===== config.mk =====
export PLATFORM = sky130hd
export DESIGN_NAME = hc4511_scan_ctrl_flat
export DESIGN_NICKNAME = d
export VERILOG_FILES = /design/src/rtl/hc4511_pkg.sv /design/src/rtl/hc4511_scan_ctrl_if.sv /design/src/rtl/hc4511_tick_gen.sv /design/src/rtl/hc4511_scan_ctrl.sv /design/src/flat_wrapper.sv
export SDC_FILE = /design/constraint.sdc
export NUM_CORES = 1
export LEC_CHECK = 0
export CAP_MARGIN = 40
export CORE_MARGIN = 2
export CORE_UTILIZATION = 25
export DETAILED_ROUTE_END_ITERATION = 10
export GPL_TIMING_DRIVEN = 0
export SLEW_MARGIN = 20
export SYNTH_ARGS = -nofsm -noshare
export SYNTH_HDL_FRONTEND = slang
export SYNTH_SLANG_ARGS = --single-unit

===== constraint.sdc =====
create_clock -name CLK -period 3 [get_ports CLK]
set_input_delay 0.3 -clock CLK [delete_from_list [all_inputs] [get_ports CLK]]
set_output_delay 0.3 -clock CLK [all_outputs]
set_load 0.01 [all_outputs]

===== src/rtl/hc4511_pkg.sv =====
// Shared types and constants for the HC4511 multiplexed scan controller.
package hc4511_pkg;

    localparam int BCD_W = 4;

    typedef enum logic [1:0] {
        LAMP  = 2'd0,
        IDLE  = 2'd1,
        BLANK = 2'd2,
        SHOW  = 2'd3
    } state_t;

    localparam logic BI_BLANK       = 1'b0;
    localparam logic BI_SHOW        = 1'b1;
    localparam logic LT_ON          = 1'b0;
    localparam logic LT_OFF         = 1'b1;
    localparam logic LE_TRANSPARENT = 1'b0;
    localparam logic LE_LATCHED     = 1'b1;

    function automatic int max3(input int a, input int b, input int c);
        int m;
        m = (a > b) ? a : b;
        return (m > c) ? m : c;
    endfunction

endpackage


===== src/rtl/hc4511_scan_ctrl_if.sv =====
// Bus between the BCD datapath (master) and the scan controller (slave).
interface hc4511_scan_ctrl_if
    import hc4511_pkg::*;
#(
    parameter int NUM_DIGITS = 4
);
    logic                          EN;
    logic [BCD_W*NUM_DIGITS-1:0]   BCD_IN;
    logic                          UPDATE;
    logic                          LAMP_TEST_REQ;
    logic [BCD_W-1:0]              A;
    logic                          LE;
    logic                          BI_N;
    logic                          LT_N;
    logic [NUM_DIGITS-1:0]         DIG_SEL;
    logic                          FRAME_DONE;

    modport master (
        output EN, BCD_IN, UPDATE, LAMP_TEST_REQ,
        input  A, LE, BI_N, LT_N, DIG_SEL, FRAME_DONE
    );

    modport slave (
        input  EN, BCD_IN, UPDATE, LAMP_TEST_REQ,
        output A, LE, BI_N, LT_N, DIG_SEL, FRAME_DONE
    );
endinterface


===== src/rtl/hc4511_tick_gen.sv =====
// Free-running prescaler: tick is high for one cycle every TICK_DIV clocks.
module hc4511_tick_gen #(
    parameter int TICK_DIV = 1000
) (
    input  logic CLK,
    input  logic RST,
    output logic tick
);
    localparam int CW = $clog2(TICK_DIV);

    logic [CW-1:0] count_reg;

    assign tick = (count_reg == CW'(TICK_DIV - 1));

    always_ff @(posedge CLK) begin
        if (RST) begin
            count_reg <= '0;
        end else if (tick) begin
            count_reg <= '0;
        end else begin
            count_reg <= count_reg + 1'b1;
        end
    end
endmodule


===== src/rtl/hc4511_scan_ctrl.sv =====
// Scan controller sharing one HC4511 between NUM_DIGITS common-cathode digits.
// Optional build macro: LEADING_ZERO_BLANK_EN (suppress leading zero digits).
module hc4511_scan_ctrl
    import hc4511_pkg::*;
#(
    parameter int NUM_DIGITS      = 4,
    parameter int TICK_DIV        = 1000,
    parameter int BLANK_TICKS     = 1,
    parameter int SHOW_TICKS      = 4,
    parameter int LAMP_TEST_TICKS = 64
) (
    input  logic               CLK,
    input  logic               RST,
    hc4511_scan_ctrl_if.slave  bus
);
    localparam int IDX_W  = $clog2(NUM_DIGITS);
    localparam int PH_MAX = max3(BLANK_TICKS, SHOW_TICKS, LAMP_TEST_TICKS);
    localparam int PH_W   = $clog2(PH_MAX + 1);

    logic                  tick;
    logic [BCD_W-1:0]      bcd_digit [NUM_DIGITS];
    logic [BCD_W-1:0]      shadow_reg [NUM_DIGITS];

    state_t                state_reg;
    logic [IDX_W-1:0]      idx_reg;
    logic [PH_W-1:0]       phase_reg;
    logic [BCD_W-1:0]      a_reg;
    logic                  le_reg;
    logic                  bi_n_reg;
    logic                  lt_n_reg;
    logic [NUM_DIGITS-1:0] dig_sel_reg;
    logic                  frame_done_reg;

    logic                  phase_last;
    logic                  step_done;
    logic                  force_lamp;
    logic                  go_blank;
    logic                  go_show;
    logic                  go_idle;
    logic                  last_digit;
    logic [IDX_W-1:0]      idx_wrap;
    logic [IDX_W-1:0]      blank_idx;
    logic [NUM_DIGITS-1:0] dig_one_hot;
    logic                  show_bi_n;

    hc4511_tick_gen #(.TICK_DIV(TICK_DIV)) u_tick_gen (
        .CLK  (CLK),
        .RST  (RST),
        .tick (tick)
    );

    generate
        for (genvar gi = 0; gi < NUM_DIGITS; gi++) begin : g_digit
            assign bcd_digit[gi] = bus.BCD_IN[gi*BCD_W +: BCD_W];
        end
    endgenerate

    always_ff @(posedge CLK) begin
        if (RST) begin
            for (int i = 0; i < NUM_DIGITS; i++) shadow_reg[i] <= '0;
        end else if (bus.UPDATE) begin
            shadow_reg <= bcd_digit;
        end
    end

`ifdef LEADING_ZERO_BLANK_EN
    // upper_zero[k]: digit k and every more significant digit hold zero.
    logic [NUM_DIGITS-1:0] upper_zero;
    generate
        for (genvar gi = 0; gi < NUM_DIGITS; gi++) begin : g_lzb
            if (gi == NUM_DIGITS - 1) begin : g_top
                assign upper_zero[gi] = (shadow_reg[gi] == '0);
            end else begin : g_chain
                assign upper_zero[gi] = (shadow_reg[gi] == '0) && upper_zero[gi+1];
            end
        end
    endgenerate
    assign show_bi_n = ((idx_reg == '0) || !upper_zero[idx_reg]) ? BI_SHOW : BI_BLANK;
`else
    assign show_bi_n = BI_SHOW;
`endif

    always_comb begin
        phase_last = 1'b0;
        case (state_reg)
            LAMP:    phase_last = (phase_reg == PH_W'(LAMP_TEST_TICKS - 1));
            BLANK:   phase_last = (phase_reg == PH_W'(BLANK_TICKS - 1));
            SHOW:    phase_last = (phase_reg == PH_W'(SHOW_TICKS - 1));
            default: phase_last = 1'b0;
        endcase
    end

    assign step_done   = tick && phase_last;
    assign force_lamp  = bus.LAMP_TEST_REQ && (state_reg != LAMP);
    assign last_digit  = (idx_reg == IDX_W'(NUM_DIGITS - 1));
    assign idx_wrap    = last_digit ? '0 : idx_reg + 1'b1;
    assign blank_idx   = (state_reg == SHOW) ? idx_wrap : '0;
    assign dig_one_hot = NUM_DIGITS'(1) << idx_reg;

    assign go_blank = !force_lamp && (
                         (state_reg == LAMP && step_done && !bus.LAMP_TEST_REQ) ||
                         (state_reg == IDLE && bus.EN) ||
                         (state_reg == SHOW && step_done && bus.EN));
    assign go_show  = !force_lamp && (state_reg == BLANK) && step_done;
    assign go_idle  = !force_lamp && (state_reg == SHOW) && step_done && !bus.EN;

    always_ff @(posedge CLK) begin
        if (RST) begin
            state_reg      <= LAMP;
            idx_reg        <= '0;
            phase_reg      <= '0;
            a_reg          <= '0;
            le_reg         <= LE_TRANSPARENT;
            bi_n_reg       <= BI_BLANK;
            lt_n_reg       <= LT_OFF;
            dig_sel_reg    <= '0;
            frame_done_reg <= 1'b0;
        end else begin
            frame_done_reg <= (state_reg == SHOW) && step_done && !force_lamp && last_digit;
            if (force_lamp) begin
                state_reg   <= LAMP;
                phase_reg   <= '0;
                idx_reg     <= '0;
                lt_n_reg    <= LT_ON;
                bi_n_reg    <= BI_SHOW;
                le_reg      <= LE_TRANSPARENT;
                dig_sel_reg <= '1;
            end else if (go_blank) begin
                // A is sampled from the shadow before any same-cycle UPDATE lands.
                state_reg   <= BLANK;
                phase_reg   <= '0;
                idx_reg     <= blank_idx;
                a_reg       <= shadow_reg[blank_idx];
                lt_n_reg    <= LT_OFF;
                bi_n_reg    <= BI_BLANK;
                le_reg      <= LE_TRANSPARENT;
                dig_sel_reg <= '0;
            end else if (go_show) begin
                state_reg   <= SHOW;
                phase_reg   <= '0;
                lt_n_reg    <= LT_OFF;
                bi_n_reg    <= show_bi_n;
                le_reg      <= LE_LATCHED;
                dig_sel_reg <= dig_one_hot;
            end else if (go_idle) begin
                state_reg   <= IDLE;
                phase_reg   <= '0;
                idx_reg     <= '0;
                lt_n_reg    <= LT_OFF;
                bi_n_reg    <= BI_BLANK;
                le_reg      <= LE_TRANSPARENT;
                dig_sel_reg <= '0;
            end else begin
                // Lamp phase saturates at its last count while the request is held.
                if (tick && !phase_last && state_reg != IDLE) begin
                    phase_reg <= phase_reg + 1'b1;
                end
                if (state_reg == LAMP) begin
                    lt_n_reg    <= LT_ON;
                    bi_n_reg    <= BI_SHOW;
                    le_reg      <= LE_TRANSPARENT;
                    dig_sel_reg <= '1;
                end
            end
        end
    end

    assign bus.A          = a_reg;
    assign bus.LE         = le_reg;
    assign bus.BI_N       = bi_n_reg;
    assign bus.LT_N       = lt_n_reg;
    assign bus.DIG_SEL    = dig_sel_reg;
    assign bus.FRAME_DONE = frame_done_reg;
endmodule


===== src/flat_wrapper.sv =====
// flat-port wrapper written by rule: the top's interface ports become plain ports
module hc4511_scan_ctrl_flat import hc4511_pkg::*;
#(
    parameter int NUM_DIGITS      = 4,
    parameter int TICK_DIV        = 1000,
    parameter int BLANK_TICKS     = 1,
    parameter int SHOW_TICKS      = 4,
    parameter int LAMP_TEST_TICKS = 64
)
  (CLK, RST, bus_EN, bus_BCD_IN, bus_UPDATE, bus_LAMP_TEST_REQ, bus_A, bus_LE, bus_BI_N, bus_LT_N, bus_DIG_SEL, bus_FRAME_DONE);
  hc4511_scan_ctrl_if #(.NUM_DIGITS(NUM_DIGITS)) bus_i ();
  input  logic CLK;
  input  logic RST;
  input wire logic [$bits(bus_i.EN)-1:0] bus_EN;
  input wire logic [$bits(bus_i.BCD_IN)-1:0] bus_BCD_IN;
  input wire logic [$bits(bus_i.UPDATE)-1:0] bus_UPDATE;
  input wire logic [$bits(bus_i.LAMP_TEST_REQ)-1:0] bus_LAMP_TEST_REQ;
  output wire logic [$bits(bus_i.A)-1:0] bus_A;
  output wire logic [$bits(bus_i.LE)-1:0] bus_LE;
  output wire logic [$bits(bus_i.BI_N)-1:0] bus_BI_N;
  output wire logic [$bits(bus_i.LT_N)-1:0] bus_LT_N;
  output wire logic [$bits(bus_i.DIG_SEL)-1:0] bus_DIG_SEL;
  output wire logic [$bits(bus_i.FRAME_DONE)-1:0] bus_FRAME_DONE;
  assign bus_i.EN = bus_EN;
  assign bus_i.BCD_IN = bus_BCD_IN;
  assign bus_i.UPDATE = bus_UPDATE;
  assign bus_i.LAMP_TEST_REQ = bus_LAMP_TEST_REQ;
  assign bus_A = bus_i.A;
  assign bus_LE = bus_i.LE;
  assign bus_BI_N = bus_i.BI_N;
  assign bus_LT_N = bus_i.LT_N;
  assign bus_DIG_SEL = bus_i.DIG_SEL;
  assign bus_FRAME_DONE = bus_i.FRAME_DONE;
  hc4511_scan_ctrl #(.NUM_DIGITS(NUM_DIGITS), .TICK_DIV(TICK_DIV), .BLANK_TICKS(BLANK_TICKS), .SHOW_TICKS(SHOW_TICKS), .LAMP_TEST_TICKS(LAMP_TEST_TICKS)) u_core (.CLK(CLK), .RST(RST), .bus(bus_i));
endmodule

### After elaboration in Yosys (flattened, before gate mapping)

Index checks and enable logic that the tools add are counted.

* flip-flop bits (word level): 49
* input port bits: 21
* logic and storage cells: 97

* $add $sub $neg: 3
* order comparisons: 1
* equal/unequal tests: 9
* shifts and indexed selects: 1
* multiplexer cells: 29
* bitwise logic cells: 2
* reduce and logical (&&, ||, !) cells: 37

Operator list (count)
* 4-bit two-way mux: 7
* 1-bit logical AND: 17
* 2-bit two-way mux: 8
* 1-bit two-way mux: 12
* 10-bit by 1-bit adder with 10-bit output, second input constant: 1
* 10-bit == test, second input constant: 1
* 4-bit binary-select mux with 2-bit select: 1
* 7-bit by 1-bit adder with 7-bit output, second input constant: 1
* 7-bit by 2-bit == test with 1-bit output, second input constant: 1
* 7-bit by 6-bit == test with 1-bit output, second input constant: 1
* 7-bit zero test: 1
* 2-bit == test, second input constant: 3
* 2-bit nonzero test: 3
* 3-bit nonzero test: 2
* 5-bit nonzero test: 1
* 5-bit OR reduction: 1
* 1-bit zero test: 4
* 2-bit by 1-bit != test with 1-bit output, second input constant: 2
* 2-bit AND reduction: 2
* 2-bit OR reduction: 2
* 1-bit by 2-bit << shifter with 4-bit output, first input constant: 1
* 3-bit >= comparator, second input constant: 1
* 2-bit inverter with 3-bit output: 1
* 1-bit one-hot mux with 3 select lines: 1
* other kinds (6): 7

### Longest topological paths before layout

Gate-level depths: netlist of the first run.

* depth in word-level cells: 10
* gate-level depth with buffers: 8

### Hierarchy

From an unflattened synthesis of the first run, not the netlist that was laid out.

* cell total of the unflattened synthesis: 270
* area, all modules: 2501.1 um2

By module, submodules not included
* hc4511_scan_ctrl: instances 1, cells each 214, area each 1988.2 um2, seq. area each 780.7 um2
* hc4511_tick_gen: instances 1, cells each 56, area each 513.0 um2, seq. area each 200.2 um2

### Worst setup path before layout of the first run

Ideal clock, no wire load.

* path kind: register to register
* from: register u_core.state_reg[0]
* to: register u_core.state_reg[1]
* setup time: 0.137 ns
* data arrival time: 2.228 ns
* required time: 2.863 ns
* path slack: 0.634 ns
* stages on the path, launching flop included: 9
* cells stage by stage: dfxtp_1 -> inv_1 -> ha_1 -> or4b_2 -> nor3_2 -> clkbuf_8 -> o21ai_0 -> o31ai_1 -> a311oi_1

* longest elaborated chain between the ends: 9
* elaborated cells on any way between the ends: 26
* those cells by class: 3 x eq/ne; 3 x mux; 20 x reduce/logical

RTL lines
* start: declaration: line hc4511_scan_ctrl.sv:24 `state_t state_reg;`
* start signal: assignment: line hc4511_scan_ctrl.sv:109 `state_reg <= LAMP;`
* start signal: assignment: line hc4511_scan_ctrl.sv:121 `state_reg <= LAMP;`
* start signal: assignment: line hc4511_scan_ctrl.sv:130 `state_reg <= BLANK;`
* 2-bit == test (tied with other cells): line hc4511_scan_ctrl.sv:85, hc4511_scan_ctrl.sv:103, hc4511_scan_ctrl.sv:105
* 1-bit one-hot mux with 3 select lines: line hc4511_scan_ctrl.sv:85 `case (state_reg)`
* 1-bit logical AND: line hc4511_scan_ctrl.sv:93 `assign step_done = tick && phase_last;`
* 1-bit logical AND (2 in series): line hc4511_scan_ctrl.sv:101 `(state_reg == LAMP && step_done && !bus.LAMP_TEST_REQ) ||`
* 1-bit logical OR: line hc4511_scan_ctrl.sv:101
* 1-bit logical OR: line hc4511_scan_ctrl.sv:102 `(state_reg == IDLE && bus.EN) ||`
* 1-bit logical AND: line hc4511_scan_ctrl.sv:100 `assign go_blank = !force_lamp && (`
* 3-bit nonzero test (no source line) or 2-bit two-way mux (tied branches)

Parallel ways exist; a longest one is shown, timed or not.
A chain may end at the register's enable or synchronous reset.

### Worst setup path in the final report of the first run

* from: register u_core.state_reg[1]
* to: register u_core.phase_reg[3]

* longest elaborated chain between the ends: 9
* elaborated cells on any way between the ends: 27
* those cells by class: 4 x eq/ne; 1 x mux; 22 x reduce/logical

RTL lines
* 2-bit == test (tied with other cells): line hc4511_scan_ctrl.sv:85, hc4511_scan_ctrl.sv:103, hc4511_scan_ctrl.sv:105
* 1-bit one-hot mux with 3 select lines: line hc4511_scan_ctrl.sv:85
* 1-bit logical AND: line hc4511_scan_ctrl.sv:93
* 1-bit logical AND (2 in series): line hc4511_scan_ctrl.sv:101
* 1-bit logical OR: line hc4511_scan_ctrl.sv:101
* 1-bit logical OR: line hc4511_scan_ctrl.sv:102
* 1-bit logical AND: line hc4511_scan_ctrl.sv:100
* 5-bit OR reduction (no source line)
* end signal: assignment: line hc4511_scan_ctrl.sv:156 `phase_reg <= phase_reg + 1'b1;`
* end: declaration: line hc4511_scan_ctrl.sv:26 `logic [PH_W-1:0] phase_reg;`

Parallel ways exist; a longest one is shown, timed or not.

==> key figures, run 1 <==
Clock network
  • CTS tree: built
  • CTS clk-pin slew, worst paths: ~0.1 ns
  • CTS H-tree depth: 2
  • # Post-CTS Setup Buffers: 0
  • Cts bufs inserted: 5
  • Worst-skew pair later-pin latency: 0.31 ns
  • CTS Hold Bufs: 0
  • Number of gates resized after cts: 0
  • Root Driver: clkbuf_8
  • Clock Sinks: 49
  • Max Root-Sink Buffers: 2

Critical path
  • Reg2Reg Depth: 8
  • CP Capture Type: flop
  • Slowest CP cell: or4b_2
  • Reg2Reg Setup Slack: between 0.2 and 0.25 ns
  • Worst path cell trace: inv_1, ha_1, or4b_2, nor3_2, clkbuf_8, o2111ai_1, nand4_1, nor2_1
  • Setup CP Type: flop to flop
  • Worst r2r src: u_core.state_reg[1]
  • Crit path largest cell delay: about 0.65 ns
  • FF-to-FF End: u_core.phase_reg[3]
  • Startpoint types: flop
  • WP data arrival: 2.98 ns
  • CP required: 3.19 ns
  • Maximum fanout along the worst path: 10

Synth
  • Synth top cells by count: 49 x dfxtp_1, 40 x nor2_1, 22 x mux2i_1
  • Syn avg cell area: 9.81 um^2
  • Netlist cell types: 51
  • Top-area cell type share of the netlist area: 40.8%
  • Synthesized instance count: 245
  • Ys async rst share: 0%
  • Post-synth EDFFs: 0
  • Syn_nets: about 280
  • Synth top area cells: dfxtp_1 41%, mux2i_1 9.2%, ha_1 6.2%, nor2_1 6.2%, mux4_2 3.7%
  • Most numerous cell in the Yosys netlist: dfxtp_1
  • Mapped Area: between 2000 and 2500 um^2
  • Yosys reg bits: 49
  • Top_reg_cell synth: dfxtp_1
  • Post-synth top area cell: dfxtp_1
  • YS warnings: 0
  • Sequential area share after synthesis: between 40% and 50%

Drt
  • WL per Instance: 12.0 um
  • Drt first pass iters: 4
  • Drt total wl: 4.95 mm
  • Iter 0 DRT Violations: 26
  • Avg Vias per Cell: 4.49
  • Post-route DRC: 0
  • Vias: about 1900
  • Antenna violation net count after detailed routing: 0

GRT
  • Largest net degree at the start of global routing: 18
  • Number of global-route vias before repair: 1799
  • Grt total ovfl: 0
  • Global-route usage over all layers: around a tenth
  • Initial antenna violation count: 0
  • First-pass GRT wire length: a little over 8 mm

Timing
  • Final hold violations: 0
  • Final min period: 2.79 ns
  • Final period util: 93.1%
  • Clock Skews: 0.0114 ns
  • Max Slew Vio Count: 0
  • Endpoints failing setup: 0
  • Relative slew slack: 51.5%
  • RSZ-0062 raised after global routing: false
  • Min Hold Slack: 0.435 ns
  • Setup TNS: 0 ns
  • Measured slew at the worst slew-check pin: 0.727 ns
  • Fmax: 358 MHz

Power
  • Worst vdd ir: 0.000262 V
  • Leakage power: 1.15 nW
  • Power Density: 401 nW/um^2
  • Total power: between 0.001 and 0.0015 W

Floorplan
  • IO Count: 33
  • Die H: 102 um
  • Initial core utilization: between 20% and 30%
  • Core Rows: 35
  • Die ar.: 10400 um^2
  • Chip width: 102 um
  • Core box area: 9280 um^2

Place
  • Final HPWL DP: 3.77 mm
  • RePlAce Congestion: 0.784
  • Placed insts: 405
  • Port Buffer Count: 30
  • Cell Area, Placed: 2870 um^2

Layout
  • P&R area growth vs syn: 23.3%
  • # diodes: 0
  • Share of cells above drive strength 1: 10.9%
  • Layout Cells excl Fill: just over 400
  • Design area: just under 3000 um^2
  • Nets: 316
  • Max reg flops: 16

Hold path
  • Worst hold path stage count: 3
  • Hold path start: bus_LAMP_TEST_REQ
  • Hold/Removal Path Class: input port to flop
  • Hold path endpoint: u_core.bus.LE

Run status
  • Status: finished, final reports clean

Job
  • MaxCap Viol Count: 0
-- per-stage QoR --
step                      setup WS [ns]  utilization [%]
after floorplan                   0.634                -
after global placement            0.294             30.9
final                             0.208             31.9
after global routing             0.0849             31.9
after detailed placement          0.259             30.9
after CTS                         0.210             31.9
-- worst max-delay path: cells and delay by family, from the launching register on --
kind / cells / cell delay, ns
flops: 1 / 0.43
simple gates: 4 / 1.37
buf+inv: 2 / 0.35
fa+ha+maj: 1 / 0.29
compound gates: 1 / 0.23
-- area by class of cell --
| type | count | area (um^2) |
|---|---|---|
| clock buffers | 5 | 68.8 |
| flip-flops and latches | 49 | 981 |
| plain buffers | 12 | 68.8 |
| well taps | 129 | 161 |
| multi-input cells | 174 | 1320 |
| inverters | 10 | 37.5 |
| clock inverters | 3 | 25.0 |
| fillers | 996 | 6320 |
| repair buffers | 31 | 305 |
-- power breakdown --
| group | switching, W | internal [W] |
|---|---|---|
| combinational | 0.0000400 | 0.0000556 |
| clock | 0.000242 | 0.000169 |
| sequential | 0.0000105 | 0.000671 |
| total | 0.000293 | 0.000895 |
-- cell families after synthesis --
logic type	synth area share, %
and+or+nand+nor	22.8
DFF	40.8
muxes	12.9
buffers and inverters	4.42
AOI/OAI and AO/OA	7.71
xor gates and xnor gates	5.10
adders and majority gates	6.25
-- metal layers --
metal / wire, um / vias up / track usage [%]
li1: - / 932 / -
met1: 2400 / 887 / 12.5
met2: 2270 / 33 / 16.5
met3: 228 / 4 / 2.53
met4: 48 / 0 / 2.77
met5: 0 / - / 0
-- placed cells by master (no fill, tap or decap), types with 3 or more instances in the layout --
cell type and n:
and3_1 4, clkdlybuf4s50_1 30, clkbuf_1 7, mux2i_1 22
or2b_2 3, dfxtp_1 49, xnor2_1 8, nand3_1 8
nand2_1 8, nand4_1 3, nor4_1 12, mux4_2 4
clkbuf_8 6, nand2b_1 8, nor2_1 40, inv_1 10
xor2_1 6, ha_1 12, and2_1 3
-- worst max path at each step --
stage	startpoint	endpoint	slack, ns
floorplan	u_core.state_reg[0]	u_core.state_reg[1]	0.63
global placement	u_core.state_reg[1]	u_core.phase_reg[5]	0.29
detailed placement	u_core.state_reg[1]	u_core.phase_reg[3]	0.26
CTS	u_core.state_reg[1]	u_core.phase_reg[3]	0.21
global route	u_core.state_reg[0]	u_core.phase_reg[3]	0.08
finish	u_core.state_reg[1]	u_core.phase_reg[3]	0.21
No activity file was read; power rests on OpenSTA's default activity.
==> run 2, diff against run 1 <==
--- a/config.mk
+++ b/config.mk
@@ -7,9 +7,10 @@
 export LEC_CHECK = 0
 export CAP_MARGIN = 40
 export CORE_MARGIN = 2
-export CORE_UTILIZATION = 25
+export CORE_UTILIZATION = 50
 export DETAILED_ROUTE_END_ITERATION = 10
 export GPL_TIMING_DRIVEN = 0
+export PLACE_DENSITY = 0.74
 export SLEW_MARGIN = 20
 export SYNTH_ARGS = -nofsm -noshare
 export SYNTH_HDL_FRONTEND = slang
==> run 2 against run 1 <==
Against the previous run:
- count of clock-buffer cells in the layout rose by 2
- design area fell by 2.4%
- clock power rose by 18%
- flip-flop and latch count did not move
- sequential power barely moved
- wire length fell by 9.1%
- register-to-register slack improved by 0.12 ns
- via count rose by 0.22%
- critical path type unchanged
==> key figures, run 2 (synthesis gave the netlist of run 1 again) <==
Place
  • RePlAce Congestion: 0.813
  • Port Buffer Count: 30
  • Final HPWL DP: ~3.3 mm

Timing
  • Relative slew slack: 52.0%
  • Clock Skews: 0.00374 ns
  • RSZ-0062 raised after global routing: false
  • Setup TNS: 0 ns
  • Endpoints failing setup: 0
  • Final hold violations: 0
  • Final period util: 89.2%
  • Measured slew at the worst slew-check pin: 0.720 ns
  • Fmax: 374 MHz
  • Max Slew Vio Count: 0
  • Final min period: around 2.7 ns

Layout
  • Most frequent cells in the layout: 49 x dfxtp_1, 40 x nor2_1, 30 x clkdlybuf4s50_1, 22 x mux2i_1
  • P&R area growth vs syn: 20.4%
  • # diodes: 0
  • Final Util: 61.7%
  • Most common cell after layout, fill and taps aside: dfxtp_1
  • Share of cells above drive strength 1: a little over a tenth
  • Fill cells: 411
  • Nets: 316
  • Reg area: a little under 1000 um^2
  • Multi-input logic area: 1320 um^2
  • Max reg flops: 16

Critical path
  • WP data arrival: about 2.9 ns
  • Worst path cell trace: inv_1, ha_1, or4b_2, nor3_2, clkbuf_8, o2111ai_1, nand4_1, nor2_1
  • Slowest CP cell: or4b_2
  • Worst Setup SP: u_core.state_reg[0]
  • Crit path largest cell delay: approximately 0.65 ns
  • Worst r2r src: u_core.state_reg[0]
  • CP required: approximately 3.2 ns
  • Reg2Reg Depth: 8
  • CP Capture Type: flop
  • Maximum fanout along the worst path: 10
  • Startpoint types: flop
  • Setup CP Type: flop to flop

Clock network
  • Number of gates resized after cts: 0
  • Clock Sinks: 49
  • Root Driver: clkbuf_8
  • # Post-CTS Setup Buffers: 0
  • CTS Hold Bufs: 0
  • Cts bufs inserted: 5
  • CTS tree: built
  • CTS H-tree depth: 2
  • CTS clk-pin slew, worst paths: 0.09 ns
  • Max Root-Sink Buffers: 2
  • Worst-skew pair later-pin latency: 0.29 ns

Drt
  • Iter 0 DRT Violations: 52
  • Post-route DRC: 0
  • WL per Instance: 13.3 um
  • Drt total wl: around 4.5 mm
  • Antenna violation net count after detailed routing: 0
  • Drt first pass iters: 4
  • Vias: about 1900
  • Avg Vias per Cell: 5.50

Power
  • Leakage power: 1.17 nW
  • Sw Ratio: 20.8%
  • Worst vdd ir: ~0.00033 V
  • P_sw: 0.000263 W
  • Power share of the sequential group: 54.0%
  • Power Density: 436 nW/um^2
  • Pint: 0.000998 W
  • Comb pwr share: 7.5%
  • Clock share of power: a little under two fifths

Run status
  • Status: finished, final reports clean

Floorplan
  • Core Rows: 25
  • Initial core utilization: about half
  • IO Count: 33
  • Core box area: roughly 4700 um^2
  • Die H: 73.3 um
  • Die ar.: 5380 um^2
  • Chip width: 73.3 um

Hold path
  • Worst hold path stage count: 4
  • Hold path start: bus_LAMP_TEST_REQ
  • Hold/Removal Path Class: input port to flop

Job
  • MaxCap Viol Count: 0

GRT
  • Grt total ovfl: 0
  • First-pass GRT wire length: 7.42 mm
  • Global-route usage over all layers: ~18%
  • Initial antenna violation count: 0
  • Number of global-route vias before repair: 1662
  • Largest net degree at the start of global routing: 15
## run 2: changes by cell type in the layout (fill, tap and decap cells not counted), sizes merged
cell / previous run / this run
inv: 11 / 10
clkinv: 1 / 0
clkbuf: 15 / 18
bufinv: 0 / 1
clkinvlp: 1 / 0
buf: 3 / 2
## run 2: per-stage QoR
| step | area [um^2] | hold slack, ns | setup slack [ns] | power (W) | cells |
|---|---|---|---|---|---|
| 2_1_floorplan | 2400 | 0.413 | 0.634 | 0.000746 | 245 |
| 3_3_place_gp | 2770 | 0.427 | 0.350 | 0.000790 | 329 |
| 3_5_place_dp | 2770 | 0.436 | 0.328 | 0.000792 | 329 |
| 4_1_cts | 2890 | 0.435 | 0.311 | 0.00127 | 337 |
| 5_1_grt | 2890 | 0.464 | 0.152 | 0.00131 | 338 |
| 6_report | 2890 | 0.438 | 0.324 | 0.00126 | 338 |
## run 2: path summary, 6_finish.rpt
| path | to | slack [ns] |
|---|---|---|
| max | u_core.phase_reg[0] | 0.32 |
| min | u_core.bus.LT_N | 0.44 |
| max reg2reg | u_core.phase_reg[0] | 0.32 |
| min reg2reg | u_core.u_tick_gen.count_reg[0] | 0.45 |
## run 2: area by class of cell
type	count	area share, %
Buffer	12	2.38
Tap cell	54	2.34
Sequential cell	49	33.9
Multi-Input combinational cell	174	45.5
Clock buffer	7	2.98
Clock inverter	1	1.04
Inverter	10	1.30
Timing Repair Buffer	31	10.6
## run 2: power groups by stage
stage / clock network (W) / registers [W] / logic (W)
detailed placement: 0 / 0.000696 / 0.0000958
CTS: 0.000494 / 0.000681 / 0.0000965
finish: 0.000484 / 0.000681 / 0.0000951
floorplan: 0 / 0.000696 / 0.0000504
global route: 0.000518 / 0.000683 / 0.000105
global placement: 0 / 0.000696 / 0.0000940
## run 2: metal layers
metal | track usage [%] | up-vias | part of all wire (%)
li1 | - | 935 | -
met1 | 22.8 | 890 | 47
met4 | 5.45 | 0 | 1.0
met3 | 3.84 | 5 | 2.8
met2 | 29.2 | 30 | 49
met5 | 0 | - | 0
## run 2: worst max-delay path, delay by kind of cell (launching register included)
family | cells | cell delay [ns]
buffers and inverters | 2 | 0.32
adders and majority gates | 1 | 0.30
DFF | 1 | 0.39
and+or+nand+nor | 4 | 1.33
AOI/OAI and AO/OA | 1 | 0.22
